### config.mk
export PLATFORM = sky130hd
export DESIGN_NAME = fb_scanout_reader_flat
export DESIGN_NICKNAME = d
export VERILOG_FILES = /design/src/rtl/fb_scanout_if.sv /design/src/rtl/fb_scanout_reader.sv /design/src/flat_wrapper.sv
export SDC_FILE = /design/constraint.sdc
export NUM_CORES = 1
export LEC_CHECK = 0
export BUFFER_PORTS_ARGS = -buffer_cell sky130_fd_sc_hd__buf_2
export CORE_MARGIN = 1.5
export CORE_UTILIZATION = 40
export CTS_CLUSTER_SIZE = 40
export DETAILED_ROUTE_END_ITERATION = 8
export MAX_ROUTING_LAYER = met4
export PLACE_DENSITY_LB_ADDON = 0.08
export SYNTH_ARGS = -nofsm -noshare
export SYNTH_HDL_FRONTEND = slang
export SYNTH_SLANG_ARGS = --single-unit
### constraint.sdc
create_clock -name clk -period 2.4 [get_ports clk]
set_input_delay 0.36 -clock clk [delete_from_list [all_inputs] [get_ports clk]]
set_output_delay 0.36 -clock clk [all_outputs]
set_load 0.01 [all_outputs]
### src/rtl/fb_scanout_if.sv
// Scanout reader bus: SRAM read port plus the pixel stream toward the display.
// master is the reader side, slave is the SRAM/display side.
interface fb_scanout_if #(
    parameter int WIDTH_BITS   = 9,
    parameter int HEIGHT_BITS  = 8,
    parameter int CHANNEL_BITS = 8
);
    logic                              enable_i;
    logic                              buffer_select_i;
    logic                              sram_gnt_i;
    logic                              sram_rd_o;
    logic [WIDTH_BITS+HEIGHT_BITS:0]   sram_addr_o;
    logic [3*CHANNEL_BITS-1:0]         sram_data_i;
    logic                              pixel_valid_o;
    logic                              pixel_ready_i;
    logic [3*CHANNEL_BITS-1:0]         pixel_o;
    logic                              sof_o;
    logic                              eol_o;
    logic                              frame_done_o;
    logic                              busy_o;

    modport master (
        input  enable_i, buffer_select_i, sram_gnt_i, sram_data_i, pixel_ready_i,
        output sram_rd_o, sram_addr_o, pixel_valid_o, pixel_o,
        output sof_o, eol_o, frame_done_o, busy_o
    );

    modport slave (
        output enable_i, buffer_select_i, sram_gnt_i, sram_data_i, pixel_ready_i,
        input  sram_rd_o, sram_addr_o, pixel_valid_o, pixel_o,
        input  sof_o, eol_o, frame_done_o, busy_o
    );
endinterface

### src/rtl/fb_scanout_reader.sv
// Framebuffer scanout reader: scans the front buffer row-major through the
// shared SRAM port and streams pixels with sof/eol markers to the display.
module fb_scanout_reader #(
    parameter int WIDTH        = 320,
    parameter int HEIGHT       = 240,
    parameter int WIDTH_BITS   = 9,
    parameter int HEIGHT_BITS  = 8,
    parameter int CHANNEL_BITS = 8,
    parameter int READ_LATENCY = 2,
    parameter int FIFO_DEPTH   = 4
) (
    input  logic        clk,
    input  logic        rst,
    fb_scanout_if.master bus
);
    localparam int DW = 3 * CHANNEL_BITS;
    localparam int AW = $clog2(FIFO_DEPTH);
    localparam int CW = AW + 1;

    typedef enum logic [1:0] {
        IDLE,
        FETCH,
        DRAIN
    } state_t;

    state_t                  state;
    logic [WIDTH_BITS-1:0]   x;
    logic [HEIGHT_BITS-1:0]  y;
    logic                    front_buf;
    logic [CW-1:0]           inflight;
    logic [CW-1:0]           fifo_count;
    logic [AW-1:0]           wr_ptr;
    logic [AW-1:0]           rd_ptr;
    logic [DW-1:0]           fifo_data [FIFO_DEPTH];
    logic [2:0]              fifo_tag  [FIFO_DEPTH];
    logic [READ_LATENCY-1:0] pipe_vld;
    logic [READ_LATENCY-1:0] pipe_sof;
    logic [READ_LATENCY-1:0] pipe_eol;
    logic [READ_LATENCY-1:0] pipe_last;

    logic x_end;
    logic y_end;
    logic credit_ok;
    logic issue;
    logic push;
    logic pop;
    logic head_valid;
    logic frame_empty;

    assign x_end       = (x == WIDTH_BITS'(WIDTH - 1));
    assign y_end       = (y == HEIGHT_BITS'(HEIGHT - 1));
    assign credit_ok   = ({1'b0, fifo_count} + {1'b0, inflight}) < (CW+1)'(FIFO_DEPTH);
    assign issue       = (state == FETCH) & bus.sram_gnt_i & credit_ok;
    assign push        = pipe_vld[READ_LATENCY-1];
    assign head_valid  = (fifo_count != '0);
    assign pop         = head_valid & bus.pixel_ready_i;
    assign frame_empty = (inflight == '0) & (fifo_count == '0);

    assign bus.sram_rd_o     = issue;
    assign bus.sram_addr_o   = {front_buf, y, x};
    assign bus.pixel_valid_o = head_valid;
    assign bus.pixel_o       = head_valid ? fifo_data[rd_ptr] : '0;
    assign bus.sof_o         = head_valid & fifo_tag[rd_ptr][2];
    assign bus.eol_o         = head_valid & fifo_tag[rd_ptr][1];
    assign bus.frame_done_o  = pop & fifo_tag[rd_ptr][0];
    assign bus.busy_o        = (state != IDLE);

    // Frame sequencer: latches the front buffer at frame start and walks x/y per issued read.
    always_ff @(posedge clk or posedge rst) begin
        if (rst) begin
            state     <= IDLE;
            x         <= '0;
            y         <= '0;
            front_buf <= 1'b0;
        end else begin
            unique case (state)
                IDLE: begin
                    if (bus.enable_i) begin
                        state     <= FETCH;
                        front_buf <= ~bus.buffer_select_i;
                        x         <= '0;
                        y         <= '0;
                    end
                end
                FETCH: begin
                    if (issue) begin
                        if (x_end) begin
                            x <= '0;
                            if (y_end) begin
                                y     <= '0;
                                state <= DRAIN;
                            end else begin
                                y <= y + 1'b1;
                            end
                        end else begin
                            x <= x + 1'b1;
                        end
                    end
                end
                DRAIN: begin
                    if (frame_empty) begin
                        if (bus.enable_i) begin
                            state     <= FETCH;
                            front_buf <= ~bus.buffer_select_i;
                            x         <= '0;
                            y         <= '0;
                        end else begin
                            state <= IDLE;
                        end
                    end
                end
                default: state <= IDLE;
            endcase
        end
    end

    // Tag pipe: travels with each read so returning data knows its position.
    always_ff @(posedge clk or posedge rst) begin
        if (rst) begin
            pipe_vld  <= '0;
            pipe_sof  <= '0;
            pipe_eol  <= '0;
            pipe_last <= '0;
        end else begin
            for (int i = READ_LATENCY - 1; i > 0; i--) begin
                pipe_vld[i]  <= pipe_vld[i-1];
                pipe_sof[i]  <= pipe_sof[i-1];
                pipe_eol[i]  <= pipe_eol[i-1];
                pipe_last[i] <= pipe_last[i-1];
            end
            pipe_vld[0]  <= issue;
            pipe_sof[0]  <= issue & (x == '0) & (y == '0);
            pipe_eol[0]  <= issue & x_end;
            pipe_last[0] <= issue & x_end & y_end;
        end
    end

    // Reads in flight between strobe and data return; feeds the credit check.
    always_ff @(posedge clk or posedge rst) begin
        if (rst) begin
            inflight <= '0;
        end else begin
            inflight <= inflight + CW'(issue) - CW'(push);
        end
    end

    // FIFO pointers and occupancy.
    always_ff @(posedge clk or posedge rst) begin
        if (rst) begin
            wr_ptr     <= '0;
            rd_ptr     <= '0;
            fifo_count <= '0;
        end else begin
            if (push) begin
                wr_ptr <= wr_ptr + 1'b1;
            end
            if (pop) begin
                rd_ptr <= rd_ptr + 1'b1;
            end
            fifo_count <= fifo_count + CW'(push) - CW'(pop);
        end
    end

    // FIFO storage; contents are only visible through the occupancy-gated head.
    always_ff @(posedge clk) begin
        if (push) begin
            fifo_data[wr_ptr] <= bus.sram_data_i;
            fifo_tag[wr_ptr]  <= {pipe_sof[READ_LATENCY-1],
                                  pipe_eol[READ_LATENCY-1],
                                  pipe_last[READ_LATENCY-1]};
        end
    end

    // The credit check must keep a push from ever landing in a full FIFO.
    always_ff @(posedge clk) begin
        if (!rst && push && !pop) begin
            assert (fifo_count < CW'(FIFO_DEPTH));
        end
    end
endmodule

### src/flat_wrapper.sv
// flat-port wrapper written by rule: the top's interface ports become plain ports
module fb_scanout_reader_flat 
#(
    parameter int WIDTH        = 320,
    parameter int HEIGHT       = 240,
    parameter int WIDTH_BITS   = 9,
    parameter int HEIGHT_BITS  = 8,
    parameter int CHANNEL_BITS = 8,
    parameter int READ_LATENCY = 2,
    parameter int FIFO_DEPTH   = 4
)
  (clk, rst, bus_enable_i, bus_buffer_select_i, bus_sram_gnt_i, bus_sram_data_i, bus_pixel_ready_i, bus_sram_rd_o, bus_sram_addr_o, bus_pixel_valid_o, bus_pixel_o, bus_sof_o, bus_eol_o, bus_frame_done_o, bus_busy_o);
  fb_scanout_if #(.WIDTH_BITS(WIDTH_BITS), .HEIGHT_BITS(HEIGHT_BITS), .CHANNEL_BITS(CHANNEL_BITS)) bus_i ();
  input  logic clk;
  input  logic rst;
  input wire logic [$bits(bus_i.enable_i)-1:0] bus_enable_i;
  input wire logic [$bits(bus_i.buffer_select_i)-1:0] bus_buffer_select_i;
  input wire logic [$bits(bus_i.sram_gnt_i)-1:0] bus_sram_gnt_i;
  input wire logic [$bits(bus_i.sram_data_i)-1:0] bus_sram_data_i;
  input wire logic [$bits(bus_i.pixel_ready_i)-1:0] bus_pixel_ready_i;
  output wire logic [$bits(bus_i.sram_rd_o)-1:0] bus_sram_rd_o;
  output wire logic [$bits(bus_i.sram_addr_o)-1:0] bus_sram_addr_o;
  output wire logic [$bits(bus_i.pixel_valid_o)-1:0] bus_pixel_valid_o;
  output wire logic [$bits(bus_i.pixel_o)-1:0] bus_pixel_o;
  output wire logic [$bits(bus_i.sof_o)-1:0] bus_sof_o;
  output wire logic [$bits(bus_i.eol_o)-1:0] bus_eol_o;
  output wire logic [$bits(bus_i.frame_done_o)-1:0] bus_frame_done_o;
  output wire logic [$bits(bus_i.busy_o)-1:0] bus_busy_o;
  assign bus_i.enable_i = bus_enable_i;
  assign bus_i.buffer_select_i = bus_buffer_select_i;
  assign bus_i.sram_gnt_i = bus_sram_gnt_i;
  assign bus_i.sram_data_i = bus_sram_data_i;
  assign bus_i.pixel_ready_i = bus_pixel_ready_i;
  assign bus_sram_rd_o = bus_i.sram_rd_o;
  assign bus_sram_addr_o = bus_i.sram_addr_o;
  assign bus_pixel_valid_o = bus_i.pixel_valid_o;
  assign bus_pixel_o = bus_i.pixel_o;
  assign bus_sof_o = bus_i.sof_o;
  assign bus_eol_o = bus_i.eol_o;
  assign bus_frame_done_o = bus_i.frame_done_o;
  assign bus_busy_o = bus_i.busy_o;
  fb_scanout_reader #(.WIDTH(WIDTH), .HEIGHT(HEIGHT), .WIDTH_BITS(WIDTH_BITS), .HEIGHT_BITS(HEIGHT_BITS), .CHANNEL_BITS(CHANNEL_BITS), .READ_LATENCY(READ_LATENCY), .FIFO_DEPTH(FIFO_DEPTH)) u_core (.clk(clk), .rst(rst), .bus(bus_i));
endmodule
; After elaboration in Yosys (flattened, before gate mapping)
; Memories as Yosys holds them, arrays and structs flattened.
; Index checks and enable logic that the tools add are counted.
[totals]
word_cells = 82
output_inout_bits = 48
mem_count = 2
inputBits = 30
ff_bits = 38
latch_bits = 0
mem_bits_ro = 0
ram_bits = 108
[op_classes]
shifts = 0
n_addsub = 9
reduce_logical = 13
mux = 24
n_mul = 0
eq_ne = 9
magnitude_cmp = 1
bitwise_logic = 12
n_div = 0
[mem_list]
columns = memory, depth, word_bits, read_ports, rd_clocked_by_memory_dff, wr, line
row1 = u_core.fifo_data, 4, 24, 1, 0, 1, fb_scanout_reader.sv:34  ; logic [DW-1:0] fifo_data [FIFO_DEPTH];
row2 = u_core.fifo_tag, 4, 3, 1, 0, 1, fb_scanout_reader.sv:35  ; logic [2:0] fifo_tag [FIFO_DEPTH];
[ops]
columns = cell, count
row1 = $mux 8, 5
row2 = $mux 9, 4
row3 = $pmux 9 s3, 1
row4 = $mux 24, 1
row5 = $pmux 8 s3, 1
row6 = $and 1x1->1, 11
row7 = $mux 2, 5
row8 = $add 9x1->9 const B, 1
row9 = $eq 9x9->1 const B, 1
row10 = $logic_not 9->1, 1
row11 = $add 8x1->8 const B, 1
row12 = $eq 8x8->1 const B, 1
row13 = $logic_not 8->1, 1
row14 = $ne 2x1->1 const B, 4
row15 = $add 3x1->3, 2
row16 = $logic_not 3->1, 2
row17 = $pmux 2 s3, 1
row18 = $reduce_bool 3->1, 2
row19 = $sub 3x1->3, 2
row20 = $mux 1, 5
row21 = $reduce_and 5->1, 1
row22 = $add 2x1->2 const B, 2
row23 = $add 3x3->4, 1
row24 = $lt 4x3->1 const B, 1
row25 = other kinds (10), 11

; Logic depth before layout (Yosys ltp)
; Gate-level depths: netlist (run 1).
[logic_depth]
depth_word = 5
mapped_depth = 11
mapped_depth_nobuf = 10

; Least setup slack after synthesis (run 1)
; OpenSTA, ideal clock, no wires.
[synth_path]
path_type = reg2reg
from = register u_core.fifo_count[2]
to = register u_core.inflight[2]
stages_incl_launch_ff = 12
setup_slack_ns = -0.044
required_time_ns = 2.276
n_path_buf = 1
period_less_slack_ns = 2.444
arrival_ns = 2.320
setup_time_ns = 0.124
path_cell_list = dfrtp_1 ha_1 nor2_1 nand4_4 buf_6 ha_1 inv_1 ha_1 inv_1 fa_1 xnor2_1 xnor2_1
[synth_between]
elab_chain_len = 5
[synth_lines]
columns = item, line
row1 = "start, declared", fb_scanout_reader.sv:31  ; logic [CW-1:0] fifo_count;
row2 = "start signal, assigned", fb_scanout_reader.sv:160  ; fifo_count <= fifo_count + CW'(push) - CW'(pop);
row3 = $add 3x3->4, fb_scanout_reader.sv:52  ; assign credit_ok = ({1'b0, fifo_count} + {1'b0, inflight}) < (CW+1)'(FIFO_DEPTH);
row4 = $lt 4x3->1, fb_scanout_reader.sv:52
row5 = $and 1x1->1, fb_scanout_reader.sv:53  ; assign issue = (state == FETCH) & bus.sram_gnt_i & credit_ok;
row6 = $add 3x1->3, fb_scanout_reader.sv:143  ; inflight <= inflight + CW'(issue) - CW'(push);
row7 = $sub 3x1->3, fb_scanout_reader.sv:143
row8 = "end signal, assigned", fb_scanout_reader.sv:143
row9 = "end, declared", fb_scanout_reader.sv:30  ; logic [CW-1:0] inflight;
; No other way between the ends.
; A chain may end at the register's enable or synchronous reset.

; Worst setup path in the final report (run 1)
[layout_path]
from = register u_core.fifo_count[2]
to = output bus_sram_rd_o
[layout_between]
elab_chain_len = 3
[layout_lines]
columns = item, line
row1 = $add 3x3->4, fb_scanout_reader.sv:52
row2 = $lt 4x3->1, fb_scanout_reader.sv:52
row3 = $and 1x1->1, fb_scanout_reader.sv:53
row4 = "end, declared", flat_wrapper.sv:21  ; output wire logic [$bits(bus_i.sram_rd_o)-1:0] bus_sram_rd_o;
; No other way between the ends.

==> results of run 1 <==
[what timing repair did]
action / in CTS / in global routing
resized for setup: 1 / 1
endpoints found under the setup margin: 1 / 1
hold buffers: 1 / 0
endpoints found under the hold margin: 5 / 0
[power breakdown]
group,total (mW),internal [mW],switching (mW)
combinational,3.28,1.55,1.73
sequential,3.47,3.18,0.288
clock,2.45,1.50,0.954
[synthesized netlist by cell type (all sizes together) (4+ instances only)]
master	number
edfxtp	108
dfrtp	38
and2	32
mux4	27
inv	18
ha	14
buf	12
nand2	11
nand3	11
and3	8
nor2	8
o21ai	7
nor3	6
a22o	5
o2111ai	5
o22ai	5
a21oi	4
clkbuf	4
mux2i	4
nor4	4
xnor2	4
[critical path, delay by kind of cell, from the launching register on]
kind / cells / cell delay [ns]
adder cells (fa/ha/maj): 1 / 0.30
buffers and inverters: 3 / 0.48
flip-flops: 1 / 0.42
AND/OR/NAND/NOR: 2 / 0.28
[worst min path at each step]
stage	startpoint	cells after the start	endpoint
after floorplan	u_core.pipe_eol[0]	0	u_core.pipe_eol[1]
after global placement	u_core.pipe_sof[0]	0	u_core.pipe_sof[1]
after detailed placement	u_core.pipe_last[0]	0	u_core.pipe_last[1]
after CTS	bus_buffer_select_i	2	u_core.front_buf
after global routing	bus_buffer_select_i	2	u_core.front_buf
final	bus_buffer_select_i	2	u_core.front_buf
[final cells by class]
class                      instances  share of cell area, %
sequential                       146                  55.11
tap                              211                  3.468
multi-input combinational        200                  25.44
inverter                          19                  1.003
clock inverter                    14                  1.594
clock buffer                      18                  5.638
timing repair buffer              95                  7.742
[cells in the final DEF, fill, tap and decap left out, drive strengths merged, types with 11 or more instances in the layout]
cell	n
and2	32
buf	94
clkbuf	18
clkinv	11
dfrtp	38
edfxtp	108
ha	14
inv	18
mux4	27
nand2	11
nand3	11
[metal layers]
metal	up-vias	wire, um	part of all wire [%]
li1	1680	-	-
met1	1802	5642	46
met2	95	6012	49
met3	14	507	4.1
met4	0	171	1.4
met5	-	0	0
[metrics by stage]
step	setup slack, ns	instances	utilization, %
final	0.1417	703	49.89
after global routing	0.02790	703	49.89
after CTS	0.04515	703	49.86
after detailed placement	0.1594	670	46.17
after global placement	0.1780	670	46.17
after floorplan	0.009712	381	-
[kinds of logic (layout without fill, tap and decap cells)]
family                     count (synthesis)  in the layout  synth area share, %
buffers and inverters                     35            146                2.905
DFF                                      146            146                66.69
muxes                                     32             32                10.49
adders and majority gates                 16             16                3.422
and+or+nand+nor                           99             99                9.730
AOI/OAI and AO/OA                         46             46                5.790
xor gates and xnor gates                   7              7               0.9749
[state kept, by name (all words and copies together) (netlist names)]
name	flops
u_core.fifo_data	96
u_core.fifo_tag	12
u_core.x	9
u_core.y	8
u_core.fifo_count	3
u_core.inflight	3
u_core.pipe_eol	2
u_core.pipe_last	2
u_core.pipe_sof	2
u_core.pipe_vld	2
u_core.rd_ptr	2
u_core.state	2
u_core.wr_ptr	2
u_core.front_buf	1
==> results.py, run 1 <==
metrics = {
    "yosys": {
        "ys_types": 58,
        "syn-num-nets": 427,
        "syn_inst": 381,
        "yosys_warnings": 0,
        "synth_area_leaders": "edfxtp_1 (52%), dfrtp_1 (15%), mux4_2 (9.7%)",
        "synth_area_per_cell_um2": 16.51,
        "seq_area_frac_synth_pct": 66.69,
        "yosysTopAreaCell": "edfxtp_1",
        "synth_edf_count": 108,
        "yosysTopAreaCellShare_pct": 51.57,
        "synth-async-reset-ratio_pct": 26.03,
        "ys.flop_type": "edfxtp_1",
        "syn_area_mm2": 0.006289,
        "ys_ff_latch": 146,
    },
    "critical_path": {
        "path_max_fanout": 18,
        "critPathLaunchType": "flop",
        "r2r_start": "u_core.fifo_count[2]",
        "cp_cell_sequence": "ha_1 -> nor2_2 -> nand4_4 -> buf_6 -> clkinv_4 -> buf_2",
        "critPathSlowestCell": "dfrtp_1",
        "critPathMaxStageDelay_ns": 0.42,
        "worstPathRequired_ns": 2.04,
        "r2r-end": "u_core.inflight[2]",
        "rrSetupSlack_ns": 0.17,
        "crit_path_start": "u_core.fifo_count[2]",
        "cp.arrival_ns": 1.90,
        "crit_type": "flop to output pin",
        "end_kind": "output pin",
        "worstRegToRegCells": 10,
        "cp-endpoint": "bus_sram_rd_o",
    },
    "timing": {
        "fin_tns_setup_ns": 0,
        "final.period_utilization_pct": 94.09,
        "rsz0062_at_grt": "no",
        "final.setup_skew_ns": 0.005408,
        "setup-violations-final": 0,
        "final_hold_viol_count": 0,
        "min_period_ns": 2.258,
        "whs_ns": 0.1471,
        "worstMarginPinSlew_ns": 0.7675,
        "fmax_mhz": 442.8,
        "finalMaxSlewViolations": 0,
        "slew_headroom_pct": 48.83,
    },
    "drt": {
        "drt_iter0_drc": 195,
        "post_drt_via_cell_ratio": 5.108,
        "drcViolationCount": 0,
        "ant_nets": 0,
        "wirelength_um": 12330,
        "dr_total_vias": 3591,
        "wl_per_cell_um": 17.54,
        "first_pass_iters": 4,
    },
    "power_and_ir_drop": {
        "peakVddDrop_uv": 518.3,
        "leakage_nw": 2.890,
        "p_per_area_mw_per_mm2": 1208,
        "p_total_mw": 9.197,
    },
    "floorplanning": {
        "core_area_mm2": 0.01526,
        "die_h_um": 128.4,
        "die_area_mm2": 0.01648,
        "fp-row-count": 45,
        "initial_core_util_pct": 41.21,
        "fp.dieW_um": 128.4,
        "ios": 78,
    },
    "final_layout": {
        "ff_latch_area_mm2": 0.004195,
        "drive_gt1_share_pct": 33.94,
        "num-fill-cells": 1309,
        "area_delta_synth_final_pct": 21.05,
        "multi_input_area_mm2": 0.001937,
        "nets": 525,
        "design_area_mm2": 0.007612,
        "n_antenna_cell": 0,
    },
    "global_route": {
        "met2_usage_pct": 26.25,
        "met1_usage_pct": 21.32,
        "top_usage_layer": "met2",
        "antenna_found_initial": 0,
        "grt_overflow_total": 0,
        "use_met3_pct": 4.200,
        "grt_pass1_vias": 3656,
        "grt_use_total_pct": 16.70,
        "grt_max_degree": 30,
        "grt_pass1_wl_um": 19790,
    },
    "clocking": {
        "cts_buffer_depth": 2,
        "root_buffer": "clkbuf_16",
        "numCtsBuffers": 17,
        "cts-htree-levels": 4,
        "post_cts_buffers": 0,
        "cts_tree": "built",
        "clock_latency_ns": 0.41,
        "clk_transition_reported_paths_ns": 0.05,
        "cts_sinks": 146,
    },
    "placed_design": {
        "dp_hpwl_um": 7838,
        "gp_congestion": 0.7978,
        "placed_area_mm2": 0.007044,
        "port_buffers": 77,
    },
    "flow_run": {
        "maxCapViolCount": 0,
    },
    "run_status": {
        "outcome": "finished, final reports clean",
    },
    "min_path": {
        "hold_class": "input pin to flop",
    },
}
No activity file was read; power rests on OpenSTA's default activity.
==> run 2, diff against run 1 <==
--- a/config.mk
+++ b/config.mk
@@ -8,10 +8,11 @@
 export BUFFER_PORTS_ARGS = -buffer_cell sky130_fd_sc_hd__buf_2
 export CORE_MARGIN = 1.5
 export CORE_UTILIZATION = 40
+export CTS_BUF_LIST = sky130_fd_sc_hd__clkbuf_8
 export CTS_CLUSTER_SIZE = 40
 export DETAILED_ROUTE_END_ITERATION = 8
 export MAX_ROUTING_LAYER = met4
-export PLACE_DENSITY_LB_ADDON = 0.08
+export PLACE_DENSITY = 0.57
 export SYNTH_ARGS = -nofsm -noshare
 export SYNTH_HDL_FRONTEND = slang
 export SYNTH_SLANG_ARGS = --single-unit
==> run 2 against run 1 <==
  * Die area is the same
  * Clock-buffer cell count fell by 1
  * Non-clock buffer count is 3 higher
  * Clock skew up 0.0030 ns
  * Largest cell class unchanged
  * Highest routed layer unchanged
==> results.py, run 2 (synthesis results as in run 1) <==
metrics = {
    "global_route": {
        "met1_usage_pct": 20.81,
        "grt_max_degree": 39,
        "met2_usage_pct": 27.36,
        "top_usage_layer": "met2",
        "use_met3_pct": 4.574,
        "grt_use_total_pct": 16.93,
        "grt_pass1_wl_um": 20040,
        "grt_pass1_vias": 3776,
        "antenna_found_initial": 1,
        "grt_overflow_total": 0,
    },
    "power_and_ir_drop": {
        "peakVddDrop_uv": 583.5,
        "p_sw_mw": 2.884,
        "swShare_pct": 33.90,
        "combinationalPowerShare_pct": 37.9,
        "pwr-share-clk_pct": 20.7,
        "leakage_nw": 2.818,
        "pwr-share-seq_pct": 41.4,
        "internal_power_mw": 5.624,
        "p_per_area_mw_per_mm2": 1150,
    },
    "critical_path": {
        "crit_path_start": "u_core.fifo_count[2]",
        "r2r_start": "u_core.fifo_count[2]",
        "path_max_fanout": 18,
        "rrSetupSlack_ns": 0.17,
        "cp.arrival_ns": 1.91,
        "worstRegToRegCells": 10,
        "end_kind": "output pin",
        "cp-endpoint": "bus_sram_rd_o",
        "worstPathRequired_ns": 2.04,
        "crit_type": "flop to output pin",
        "critPathLaunchType": "flop",
        "r2r-end": "u_core.inflight[2]",
    },
    "final_layout": {
        "final_common_cell": "edfxtp_1",
        "ff_latch_area_mm2": 0.004198,
        "area_delta_synth_final_pct": 17.69,
        "final_cell_mix": "edfxtp_1 (108), buf_2 (77), dfrtp_1 (35), and2_1 (32), mux4_2 (27)",
        "largest_register": "u_core.fifo_data",
        "drive_gt1_share_pct": 35.15,
        "nets": 528,
        "multi_input_area_mm2": 0.001937,
        "num-fill-cells": 1334,
        "largest_reg_flops": 96,
        "largestRegisters": "u_core.fifo_data: 96 flops, u_core.fifo_tag: 12 flops, u_core.x: 9 flops",
    },
    "timing": {
        "final.setup_skew_ns": 0.008445,
        "whs_ns": 0.04680,
        "fmax_mhz": 440.0,
        "slew_headroom_pct": 51.93,
        "final_hold_viol_count": 0,
        "final.period_utilization_pct": 94.69,
        "finalMaxSlewViolations": 0,
        "min_period_ns": 2.273,
        "rsz0062_at_grt": "no",
        "setup-violations-final": 0,
        "fin_tns_setup_ns": 0,
        "worstMarginPinSlew_ns": 0.7211,
    },
    "floorplanning": {
        "ios": 78,
        "die_area_mm2": 0.01648,
        "fp-row-count": 45,
        "die_h_um": 128.4,
        "initial_core_util_pct": 41.21,
        "core_area_mm2": 0.01526,
        "fp.dieW_um": 128.4,
    },
    "min_path": {
        "hold_class": "input pin to asynchronous set/reset pin",
    },
    "drt": {
        "drt_iter0_drc": 269,
        "dr_total_vias": 3646,
        "wirelength_um": 12470,
        "ant_nets": 0,
        "post_drt_via_cell_ratio": 5.157,
        "drcViolationCount": 0,
        "wl_per_cell_um": 17.64,
        "first_pass_iters": 4,
    },
    "clocking": {
        "cts_tree": "built",
        "numCtsBuffers": 17,
        "cts_sinks": 146,
        "root_buffer": "clkbuf_8",
        "clk_transition_reported_paths_ns": 0.08,
        "clock_latency_ns": 0.44,
        "cts-htree-levels": 4,
        "cts_buffer_depth": 2,
    },
    "placed_design": {
        "dp_hpwl_um": 8101,
        "port_buffers": 77,
        "gp_congestion": 0.8275,
    },
    "flow_run": {
        "maxCapViolCount": 0,
    },
    "run_status": {
        "outcome": "finished, final reports clean",
    },
}
==> run 2: metal layers <==
metal / vias up / routed length, um
li1: 1689 / -
met1: 1828 / 5476
met2: 122 / 6222
met3: 7 / 677
met4: 0 / 92
met5: - / 0
==> run 2: cell type report <==
type | instances | share of cell area (%)
multi-input combinational | 200 | 26.17
inverter | 19 | 1.031
antenna | 1 | 0.03381
tap | 211 | 3.567
timing repair buffer | 98 | 7.608
clock inverter | 15 | 1.708
sequential | 146 | 56.72
clock buffer | 17 | 3.161
==> run 2: metrics by stage <==
step	std cells	power, mW	setup WS [ns]	area, um^2	util (%)
2_1_floorplan	381	5.724	0.009712	6314	-
3_3_place_gp	672	6.769	0.2070	7009	45.94
3_5_place_dp	672	6.832	0.1627	7009	45.94
4_1_cts	704	8.623	0.05285	7378	48.36
5_1_grt	707	9.103	0.006804	7401	48.50
6_report	707	8.508	0.1274	7401	48.50
==> run 2: repair_timing <==
item / 4_1_cts / 5_1_grt
endpoints found under the setup margin: 19 / 1
hold buffers: 0 / 0
setup buffers: 0 / 2
pin swaps: 0 / 0
resized for setup: 3 / 2
==> run 2: how the worst min path moves through the flow <==
stage,start,to,slack [ns]
floorplan,u_core.pipe_eol[0],u_core.pipe_eol[1],0.33
global placement,u_core.pipe_sof[0],u_core.pipe_sof[1],0.33
detailed placement,u_core.pipe_eol[0],u_core.pipe_eol[1],0.34
CTS,rst,u_core.y[6],0.06
global route,bus_buffer_select_i,u_core.front_buf,0.08
finish,rst,u_core.rd_ptr[1],0.05
==> run 2: power by group through the flow <==
stage,registers (mW),clock network [mW],logic (mW)
after floorplan,3.50,0,2.23
after global placement,3.55,0,3.21
after detailed placement,3.58,0,3.25
after CTS,3.53,1.83,3.27
after global routing,3.58,1.94,3.59
final,3.52,1.76,3.23
==> run 2: worst max-delay path: stages (launching register included) <==
cell and delay, ns:
dfrtp_1 0.42, ha_1 0.29, nor2_2 0.15, nand4_4 0.14, buf_8 0.19, clkinv_4 0.12
buf_2 0.15
